## config.mk

```make
export PLATFORM = sky130hd
export DESIGN_NAME = access_control
export DESIGN_NICKNAME = d
export VERILOG_FILES = /design/src/rtl/access_control_pkg.sv /design/src/rtl/ac_pl_writer.sv /design/src/rtl/access_control.sv
export SDC_FILE = /design/constraint.sdc
export NUM_CORES = 1
export LEC_CHECK = 0
export CAP_MARGIN = 5
export CORE_MARGIN = 1.5
export CORE_UTILIZATION = 39
export CTS_CLUSTER_DIAMETER = 150
export DETAILED_ROUTE_END_ITERATION = 10
export GPL_TIMING_DRIVEN = 0
export PLACE_DENSITY = 0.81
export REMOVE_ABC_BUFFERS = 1
export SETUP_SLACK_MARGIN = 0.5
export SLEW_MARGIN = 0
export SYNTH_ARGS = -nofsm -noshare
export SYNTH_HDL_FRONTEND = slang
export SYNTH_SLANG_ARGS = --single-unit
export TNS_END_PERCENT = 30
```

## constraint.sdc

```tcl
create_clock -name clk -period 6.3 [get_ports clk]
set_input_delay 1.26 -clock clk [delete_from_list [all_inputs] [get_ports clk]]
set_output_delay 1.26 -clock clk [all_outputs]
set_load 0.05 [all_outputs]
```

## src/rtl/access_control_pkg.sv

```systemverilog
// Register map, bit positions and FSM encoding shared by the access-control sequencer.
package access_control_pkg;

   localparam int unsigned RegUpstr   = 0;
   localparam int unsigned RegUpendr  = 1;
   localparam int unsigned RegUpsrcar = 2;
   localparam int unsigned RegUpdstar = 3;

   localparam int unsigned UpstrStartBit = 0;
   localparam int unsigned UpendrDoneBit = 0;

   typedef enum logic [2:0] {
      StIdle,
      StClrStart,
      StRun,
      StWrEnd,
      StWaitAck
   } ac_state_e;

endpackage

```

## src/rtl/ac_pl_writer.sv

```systemverilog
// Holds one register-file write request on the PL port until it is accepted (wrt & !busy).
module ac_pl_writer #(
   parameter int unsigned DataWidth = 32,
   parameter int unsigned AddrWidth = 32
) (
   input  logic                 clk_i,
   input  logic                 rst_i,
   input  logic                 load_i,
   input  logic [AddrWidth-1:0] addr_i,
   input  logic [DataWidth-1:0] data_i,
   input  logic                 wbusy_i,
   output logic                 wrt_o,
   output logic [AddrWidth-1:0] waddr_o,
   output logic [DataWidth-1:0] wdata_o,
   output logic                 accepted_o
);

   logic                 wrt_q, wrt_d;
   logic [AddrWidth-1:0] waddr_q, waddr_d;
   logic [DataWidth-1:0] wdata_q, wdata_d;

   assign accepted_o = wrt_q & ~wbusy_i;

   always_comb begin
      wrt_d   = wrt_q;
      waddr_d = waddr_q;
      wdata_d = wdata_q;
      if (accepted_o) begin
         wrt_d = 1'b0;
      end
      if (load_i) begin
         wrt_d   = 1'b1;
         waddr_d = addr_i;
         wdata_d = data_i;
      end
   end

   always_ff @(posedge clk_i or posedge rst_i) begin
      if (rst_i) begin
         wrt_q   <= 1'b0;
         waddr_q <= '0;
         wdata_q <= '0;
      end else begin
         wrt_q   <= wrt_d;
         waddr_q <= waddr_d;
         wdata_q <= wdata_d;
      end
   end

   assign wrt_o   = wrt_q;
   assign waddr_o = waddr_q;
   assign wdata_o = wdata_q;

endmodule

```

## src/rtl/access_control.sv

```systemverilog
// Sequencer: launches the up-sampling engine on a PS start request and reports completion
// with the elapsed cycle count through the register file's PL write port.
module access_control
   import access_control_pkg::*;
#(
   parameter int unsigned CRF_DATA_WIDTH = 32,
   parameter int unsigned CRF_ADDR_WIDTH = 32
) (
   input  logic                      clk,
   input  logic                      rst,
   input  logic [CRF_DATA_WIDTH-1:0] crf_ac_UPSTR,
   input  logic [CRF_DATA_WIDTH-1:0] crf_ac_UPENDR,
   input  logic [CRF_DATA_WIDTH-1:0] crf_ac_UPSRCAR,
   input  logic [CRF_DATA_WIDTH-1:0] crf_ac_UPDSTAR,
   input  logic                      crf_ac_wbusy,
   output logic                      ac_crf_wrt,
   output logic [CRF_ADDR_WIDTH-1:0] ac_crf_waddr,
   output logic [CRF_DATA_WIDTH-1:0] ac_crf_wdata,
   output logic                      ac_up_start,
   output logic [CRF_DATA_WIDTH-1:0] ac_up_srcaddr,
   output logic [CRF_DATA_WIDTH-1:0] ac_up_dstaddr,
   input  logic                      up_ac_done,
   output logic                      ac_busy
);

   localparam logic [CRF_DATA_WIDTH-1:0] CountMax = {1'b0, {(CRF_DATA_WIDTH-1){1'b1}}};

   ac_state_e state_q, state_d;

   logic [CRF_DATA_WIDTH-1:0] count_q, count_d;
   logic [CRF_DATA_WIDTH-1:0] src_q, src_d;
   logic [CRF_DATA_WIDTH-1:0] dst_q, dst_d;
   logic                      pend_q, pend_d;
   logic                      start_q, start_d;

   logic                      start_req;
   logic                      finish;
   logic                      launch;
   logic                      wr_load;
   logic [CRF_ADDR_WIDTH-1:0] wr_addr;
   logic [CRF_DATA_WIDTH-1:0] wr_data;
   logic                      wr_accepted;

   logic unused_reg_bits;
   assign unused_reg_bits = ^{crf_ac_UPSTR[CRF_DATA_WIDTH-1:1],
                              crf_ac_UPENDR[CRF_DATA_WIDTH-1:1]};

   // A set done flag blocks relaunch until PS has consumed the previous result.
   assign start_req = crf_ac_UPSTR[UpstrStartBit] & ~crf_ac_UPENDR[UpendrDoneBit];
   assign finish    = up_ac_done | pend_q;

   always_ff @(posedge clk or posedge rst) begin
      if (rst) begin
         state_q <= StIdle;
      end else begin
         state_q <= state_d;
      end
   end

   always_comb begin
      state_d = state_q;
      unique case (state_q)
         StIdle:     if (start_req)                          state_d = StClrStart;
         StClrStart: if (wr_accepted)                        state_d = StRun;
         StRun:      if (finish)                             state_d = StWrEnd;
         StWrEnd:    if (wr_accepted)                        state_d = StWaitAck;
         StWaitAck:  if (!crf_ac_UPENDR[UpendrDoneBit])      state_d = StIdle;
         default:                                            state_d = StIdle;
      endcase
   end

   always_comb begin
      launch  = 1'b0;
      wr_load = 1'b0;
      wr_addr = '0;
      wr_data = '0;
      unique case (state_q)
         StIdle: begin
            if (start_req) begin
               launch  = 1'b1;
               wr_load = 1'b1;
               wr_addr = CRF_ADDR_WIDTH'(RegUpstr);
            end
         end
         StRun: begin
            if (finish) begin
               wr_load = 1'b1;
               wr_addr = CRF_ADDR_WIDTH'(RegUpendr);
               wr_data = {count_q[CRF_DATA_WIDTH-2:0], 1'b1};
            end
         end
         default: ;
      endcase
   end

   // Counting covers CLR_START too, so the count is measured from the start pulse.
   always_comb begin
      count_d = count_q;
      src_d   = src_q;
      dst_d   = dst_q;
      pend_d  = pend_q;
      start_d = launch;
      if (launch) begin
         count_d = '0;
         src_d   = crf_ac_UPSRCAR;
         dst_d   = crf_ac_UPDSTAR;
         pend_d  = 1'b0;
      end else if ((state_q == StClrStart) || ((state_q == StRun) && !finish)) begin
         if (count_q != CountMax) begin
            count_d = count_q + 1'b1;
         end
      end
      if ((state_q == StClrStart) && up_ac_done) begin
         pend_d = 1'b1;
      end
      if ((state_q == StRun) && finish) begin
         pend_d = 1'b0;
      end
   end

   always_ff @(posedge clk or posedge rst) begin
      if (rst) begin
         count_q <= '0;
         src_q   <= '0;
         dst_q   <= '0;
         pend_q  <= 1'b0;
         start_q <= 1'b0;
      end else begin
         count_q <= count_d;
         src_q   <= src_d;
         dst_q   <= dst_d;
         pend_q  <= pend_d;
         start_q <= start_d;
      end
   end

   ac_pl_writer #(
      .DataWidth (CRF_DATA_WIDTH),
      .AddrWidth (CRF_ADDR_WIDTH)
   ) u_pl_writer (
      .clk_i      (clk),
      .rst_i      (rst),
      .load_i     (wr_load),
      .addr_i     (wr_addr),
      .data_i     (wr_data),
      .wbusy_i    (crf_ac_wbusy),
      .wrt_o      (ac_crf_wrt),
      .waddr_o    (ac_crf_waddr),
      .wdata_o    (ac_crf_wdata),
      .accepted_o (wr_accepted)
   );

   assign ac_up_start   = start_q;
   assign ac_up_srcaddr = src_q;
   assign ac_up_dstaddr = dst_q;
   assign ac_busy       = (state_q != StIdle);

endmodule

```

=== Word level (Yosys, flattened, before mapping) ===
Cells that the tools add are included.

* Register bits after elaboration: 166
* Output and inout bits: 131

* $add $sub $neg: 1
* Bitwise gates (word level): 5
* Muxes and demuxes: 22
* Reductions and logical operators: 13
* Equal/unequal tests: 10

{| class="wikitable"
|+ Operator list
! kind !! count
|-
| 2-to-1 mux 32 bit || 5
|-
| adder 32 x 1 -> 32 bit (second input constant) || 1
|-
| != test 32 x 31 -> 1 bit (second input constant) || 1
|-
| 2-to-1 mux 3 bit || 5
|-
| one-hot mux 3 bit (5 select lines) || 1
|-
| 2-to-1 mux 1 bit || 10
|-
| equality test 3 x 2 -> 1 bit (second input constant) || 2
|-
| != test 2 bit (second input constant) || 3
|-
| nonzero test 2 bit || 3
|-
| nonzero test 3 bit || 2
|-
| AND reduction 5 bit || 1
|-
| != test 2 x 1 -> 1 bit (second input constant) || 2
|-
| equality test 3 x 1 -> 1 bit (second input constant) || 1
|-
| equality test 3 bit (second input constant) || 1
|-
| logical AND 1 bit || 3
|-
| zero test 3 bit || 1
|-
| bitwise AND 1 bit || 2
|-
| inverter 1 bit || 2
|-
| one-hot mux 1 bit (2 select lines) || 1
|-
| AND reduction 2 bit || 1
|-
| zero test 1 bit || 1
|-
| logical OR 1 bit || 1
|-
| bitwise OR 1 bit || 1
|}

=== Depth between registers and ports, before layout ===
* Depth in word-level cells: 7
* Gate-level depth with buffers: 8

=== Cells and area by module ===
Synthesis repeated with hierarchy kept, for this count alone.

* Cells, all modules: 686
* Area, all modules: 7497.2 um^2

{| class="wikitable"
|+ Modules (own cells, without submodules)
! module !! cells an instance !! seq. area each (um^2) !! area an instance (um^2) !! instances
|-
| access_control || 547 || 2527.4 || 4875.9 || 1
|-
| ac_pl_writer || 139 || 1626.6 || 2621.3 || 1
|}

=== Worst setup path before layout ===
No wires, ideal clock.

* Kind: input -> register
* Start point: input port up_ac_done
* End point: register count_q[12]
* Buffers on the path: 2
* Arrival time: 2546 ps
* Data required time: 6221 ps
* Library setup time: 79 ps
* Slack: 3674 ps
* Cell stages on the path: 7
* Path through: nor4b_2 > o21bai_1 > a31o_2 > buf_6 > buf_4 > nor3_1 > mux2i_1

* Cells in the longest elaborated chain, start to end: 6

{| class="wikitable"
|+ RTL lines
! what !! line !! source
|-
| start, declared || access_control.sv:22 || <nowiki>input logic up_ac_done,</nowiki>
|-
| bitwise OR 1 bit || access_control.sv:50 || <nowiki>assign finish = up_ac_done | pend_q;</nowiki>
|-
| zero test 1 bit || access_control.sv:108 || <nowiki>end else if ((state_q == StClrStart) || ((state_q == StRun) && !finish)) begin</nowiki>
|-
| logical AND 1 bit || access_control.sv:108 ||
|-
| logical OR 1 bit || access_control.sv:108 ||
|-
| nonzero test 2 bit (no source line) || - ||
|-
| AND reduction 2 bit (no source line) || - ||
|-
| end signal, assigned || access_control.sv:129 || <nowiki>count_q <= count_d;</nowiki>
|-
| end, declared || access_control.sv:30 || <nowiki>logic [CRF_DATA_WIDTH-1:0] count_q, count_d;</nowiki>
|}

Every way passes these cells.
A chain may end at the register's enable or synchronous reset.

=== Worst setup path in the final report ===
* Start point: register state_q[0]
* End point: output port ac_busy

* Cells in the longest elaborated chain, start to end: 1

{| class="wikitable"
|+ RTL lines
! what !! line !! source
|-
| start, declared || access_control.sv:28 || <nowiki>ac_state_e state_q, state_d;</nowiki>
|-
| start signal, assigned || access_control.sv:54 || <nowiki>state_q <= StIdle;</nowiki>
|-
| start signal, assigned || access_control.sv:56 || <nowiki>state_q <= state_d;</nowiki>
|-
| nonzero test 3 bit || access_control.sv:156 || <nowiki>assign ac_busy = (state_q != StIdle);</nowiki>
|-
| end, declared || access_control.sv:23 || <nowiki>output logic ac_busy</nowiki>
|}

Every way passes these cells.

==> reports/results.ini <==
[route]
drc = 0
postRouteWirelength_um = 14400
drt_iter0_drc = 306
viasPerCell = 4.95
dr_total_vias = 4725
wire_per_inst_um = 15.1
drtPass1Iterations = 5
ant_nets = 0

[power]
power_density_nw_per_um2 = 502
p_clk_share_pct = 25.8
ir_worst_vdd_v = 0.000334
intPower_uw = 2340
sw_frac_of_total_pct = 43.7
p_sw_uw = 1820
seqPwrFrac_pct = 30.2
leakage_uw = 0.00396
p_comb_share_pct = 44.1

[timing]
max_slew_margin_pct = 41.5
drv_slew = 0
timing.fmax_mhz = 304
min_period_ns = 3.29
hold_viol = 0
worst_pin_slew_ns = 0.874
finalSetupViolCount = 0
rsz0062_at_grt = no
fin_skew_ns = 0.00892
final.period_utilization_pct = 52.2
holdWs_ns = 0.470

[synthesis]
synth_area_leaders = dfrtp_1 56%, nand2_1 14%, a22o_1 4.6%
syn_area_um2 = 5940
synth_flop_cell = dfrtp_1
synth-edff-count = 0
synth_top_cell_by_area = dfrtp_1
synth_top_area_share_pct = 56.4
ys_seq_area_share_pct = 56.4
ys_types = 52
async_reset_ff_share_pct = 100
post_synth.cell_area_avg_um2 = 9.96
ys_ff_latch = 134
ys_warn_count = 0
synthCells = 597

[placed_design]
place_congestion = 0.739
dp_hpwl_um = 9650
dp.cells = 921
portBuffers = 169

[die]
core_um2 = 14700
start_util_pct = 40.4
fp.dieH_um = 126
ioPinCount = 263
die_area_um2 = 16000
rows = 44
die_w_um = 126

[worst_setup_path]
critPathCaptureType = output pin
slowest_stage = clkdlybuf4s50_1
path_cells = or3_1 > clkdlybuf4s50_1
crit_arrival_ns = 2.03
worst-path-max-fanout = 8
cp_num_buf_inv = 1
crit_required_ns = 5.04
cp-start-kind = flip-flop
cp_top_family = buffers and inverters
crit_type = reg -> out
max_stage_delay_ns = 0.71

[finish]
area_growth_pct = 39.1
layout.area.seq_um2 = 3350
drive_gt1_share_pct = 6.88
n_antenna_cell = 0
final_cells = 954
multi_input_area_um2 = 2240
fin_nets = 890
nFillCells = 1267
final_util_pct = 56.2

[grt]
grtUsageMet3_pct = 7.84
grt_usage_pct = 18.7
overflow = 0
grt_max_degree = 79
first_global_vias = 4717
grt_use_met1_pct = 22.2
top_usage_layer = met2
grt_use_met2_pct = 30.1
antenna_found_initial = 0
grt_pass1_wl_um = 23600

[cts]
cts_hold_buf = 0
cts_root_buf = clkbuf_16
htreeDepth = 4
cts_setup_buffers = 0
cts_sinks = 134
clk_latency_ns = 0.42
cts_resized = 0
cts_tree = done
cts-buffers-inserted = 17
clk_transition_reported_paths_ns = 0.06
cts_buffer_depth = 2

[run]
drv_cap = 0

[status]
status = finished, final reports clean

[hold_path]
hp-class = reg -> reg

==> worst paths after layout <==
path	from	endpoint	slack [ns]	cells after the start
setup / recovery	state_q[0]	ac_busy	3.01	2
hold / removal	ac_up_srcaddr[11]	ac_up_srcaddr[11]	0.47	2
setup reg to reg	count_q[0]	count_q[21]	3.47	6
hold reg to reg	ac_up_srcaddr[11]	ac_up_srcaddr[11]	0.47	2
max in group asynchronous	rst	u_pl_writer.wdata_o[8]	4.23	3
min in group asynchronous	rst	ac_up_dstaddr[13]	1.32	2
==> tightest hold or removal path: cells and delay by family (launching register included) <==
kind | cells | cell delay (ns)
AND/OR/NAND/NOR | 2 | 0.10
flip-flops | 1 | 0.34
==> placed cells by master, fill, tap and decap left out, types with 3 or more instances in the layout <==
master	count
mux2i_1	4
bufinv_16	3
nand4_1	5
nor2_1	6
and3_1	10
or4_1	4
nor3_1	13
o31ai_1	7
o21ai_0	6
a211o_1	9
clkdlybuf4s50_1	169
or3_1	6
and2_1	3
nand3_1	13
a21o_1	3
conb_1	31
clkinv_4	3
o21ai_1	5
dfrtp_1	134
a21oi_1	9
nand2_1	222
a22o_1	31
o211ai_1	3
clkbuf_16	17
inv_6	3
nor4_1	3
clkbuf_8	6
==> state kept, by name, indices dropped and copies added (netlist names) <==
name                 count
ac_up_dstaddr           32
pend_q                   1
ac_up_start              1
state_q                  3
u_pl_writer.wdata_o     32
u_pl_writer.wrt_o        1
count_q                 32
ac_up_srcaddr           32
==> power groups by stage <==
stage	combinational, uW	sequential, uW	clock (uW)
after floorplan	452	1970	0
after global placement	1790	1250	0
after detailed placement	1830	1260	0
after CTS	1840	1250	1090
after global routing	1940	1280	1130
final	1830	1250	1070
==> through the flow <==
| step | cell area (um^2) | power (uW) | setup slack (ns) | TNS [ns] |
|---|---|---|---|---|
| global placement | 7520 | 3040 | -0.957 | -94.68 |
| floorplan | 5600 | 2420 | 1.46 | 0 |
| detailed placement | 7610 | 3090 | 1.90 | 0 |
| global route | 8270 | 4350 | 2.79 | 0 |
| finish | 8270 | 4150 | 3.01 | 0 |
| CTS | 8250 | 4180 | 2.32 | 0 |
==> cell usage after synthesis, types with 3 or more instances <==
| cell | instances |
|---|---|
| inv_1 | 3 |
| and3_1 | 10 |
| mux2i_1 | 4 |
| buf_2 | 13 |
| o21ai_1 | 5 |
| o211ai_1 | 3 |
| nor2_1 | 6 |
| o21ai_0 | 6 |
| o31ai_1 | 7 |
| a211o_1 | 9 |
| nand2_1 | 222 |
| or4_1 | 4 |
| a21oi_1 | 9 |
| a22o_1 | 31 |
| and2_1 | 3 |
| clkbuf_1 | 5 |
| nand3_1 | 13 |
| nor3_1 | 13 |
| a21o_1 | 3 |
| dfrtp_1 | 134 |
| buf_6 | 11 |
| buf_4 | 33 |
| nor4_1 | 3 |
| or3_1 | 6 |
| nand4_1 | 5 |
==> cell type report <==
cell class                 count  area share (%)
clock inverter                 9            1.66
tap                          184            2.78
clock buffer                  23            6.14
sequential                   134            40.6
inverter                       4           0.303
timing repair buffer         173            21.5
multi-input combinational    427            27.0
==> kinds of logic (layout without fill, tap and decap cells) <==
group | count (synthesis) | after routing | synth area share [%]
buffers and inverters | 66 | 209 | 8.00
AND/OR/NAND/NOR | 303 | 303 | 23.2
multiplexers | 6 | 6 | 1.05
AO/OA/AOI/OAI | 85 | 85 | 10.9
XOR/XNOR | 1 | 1 | 0.147
other | 1 | 31 | 0.0631
flip-flops | 134 | 134 | 56.4
adder cells (fa/ha/maj) | 1 | 1 | 0.210
==> per-layer routing <==
| layer | wire [um] | share of wire (%) |
|---|---|---|
| met5 | 0 | 0 |
| met4 | 331 | 2.3 |
| met3 | 1260 | 8.8 |
| met2 | 6810 | 47 |
| met1 | 6010 | 42 |
No activity file was read; power rests on OpenSTA's default activity.
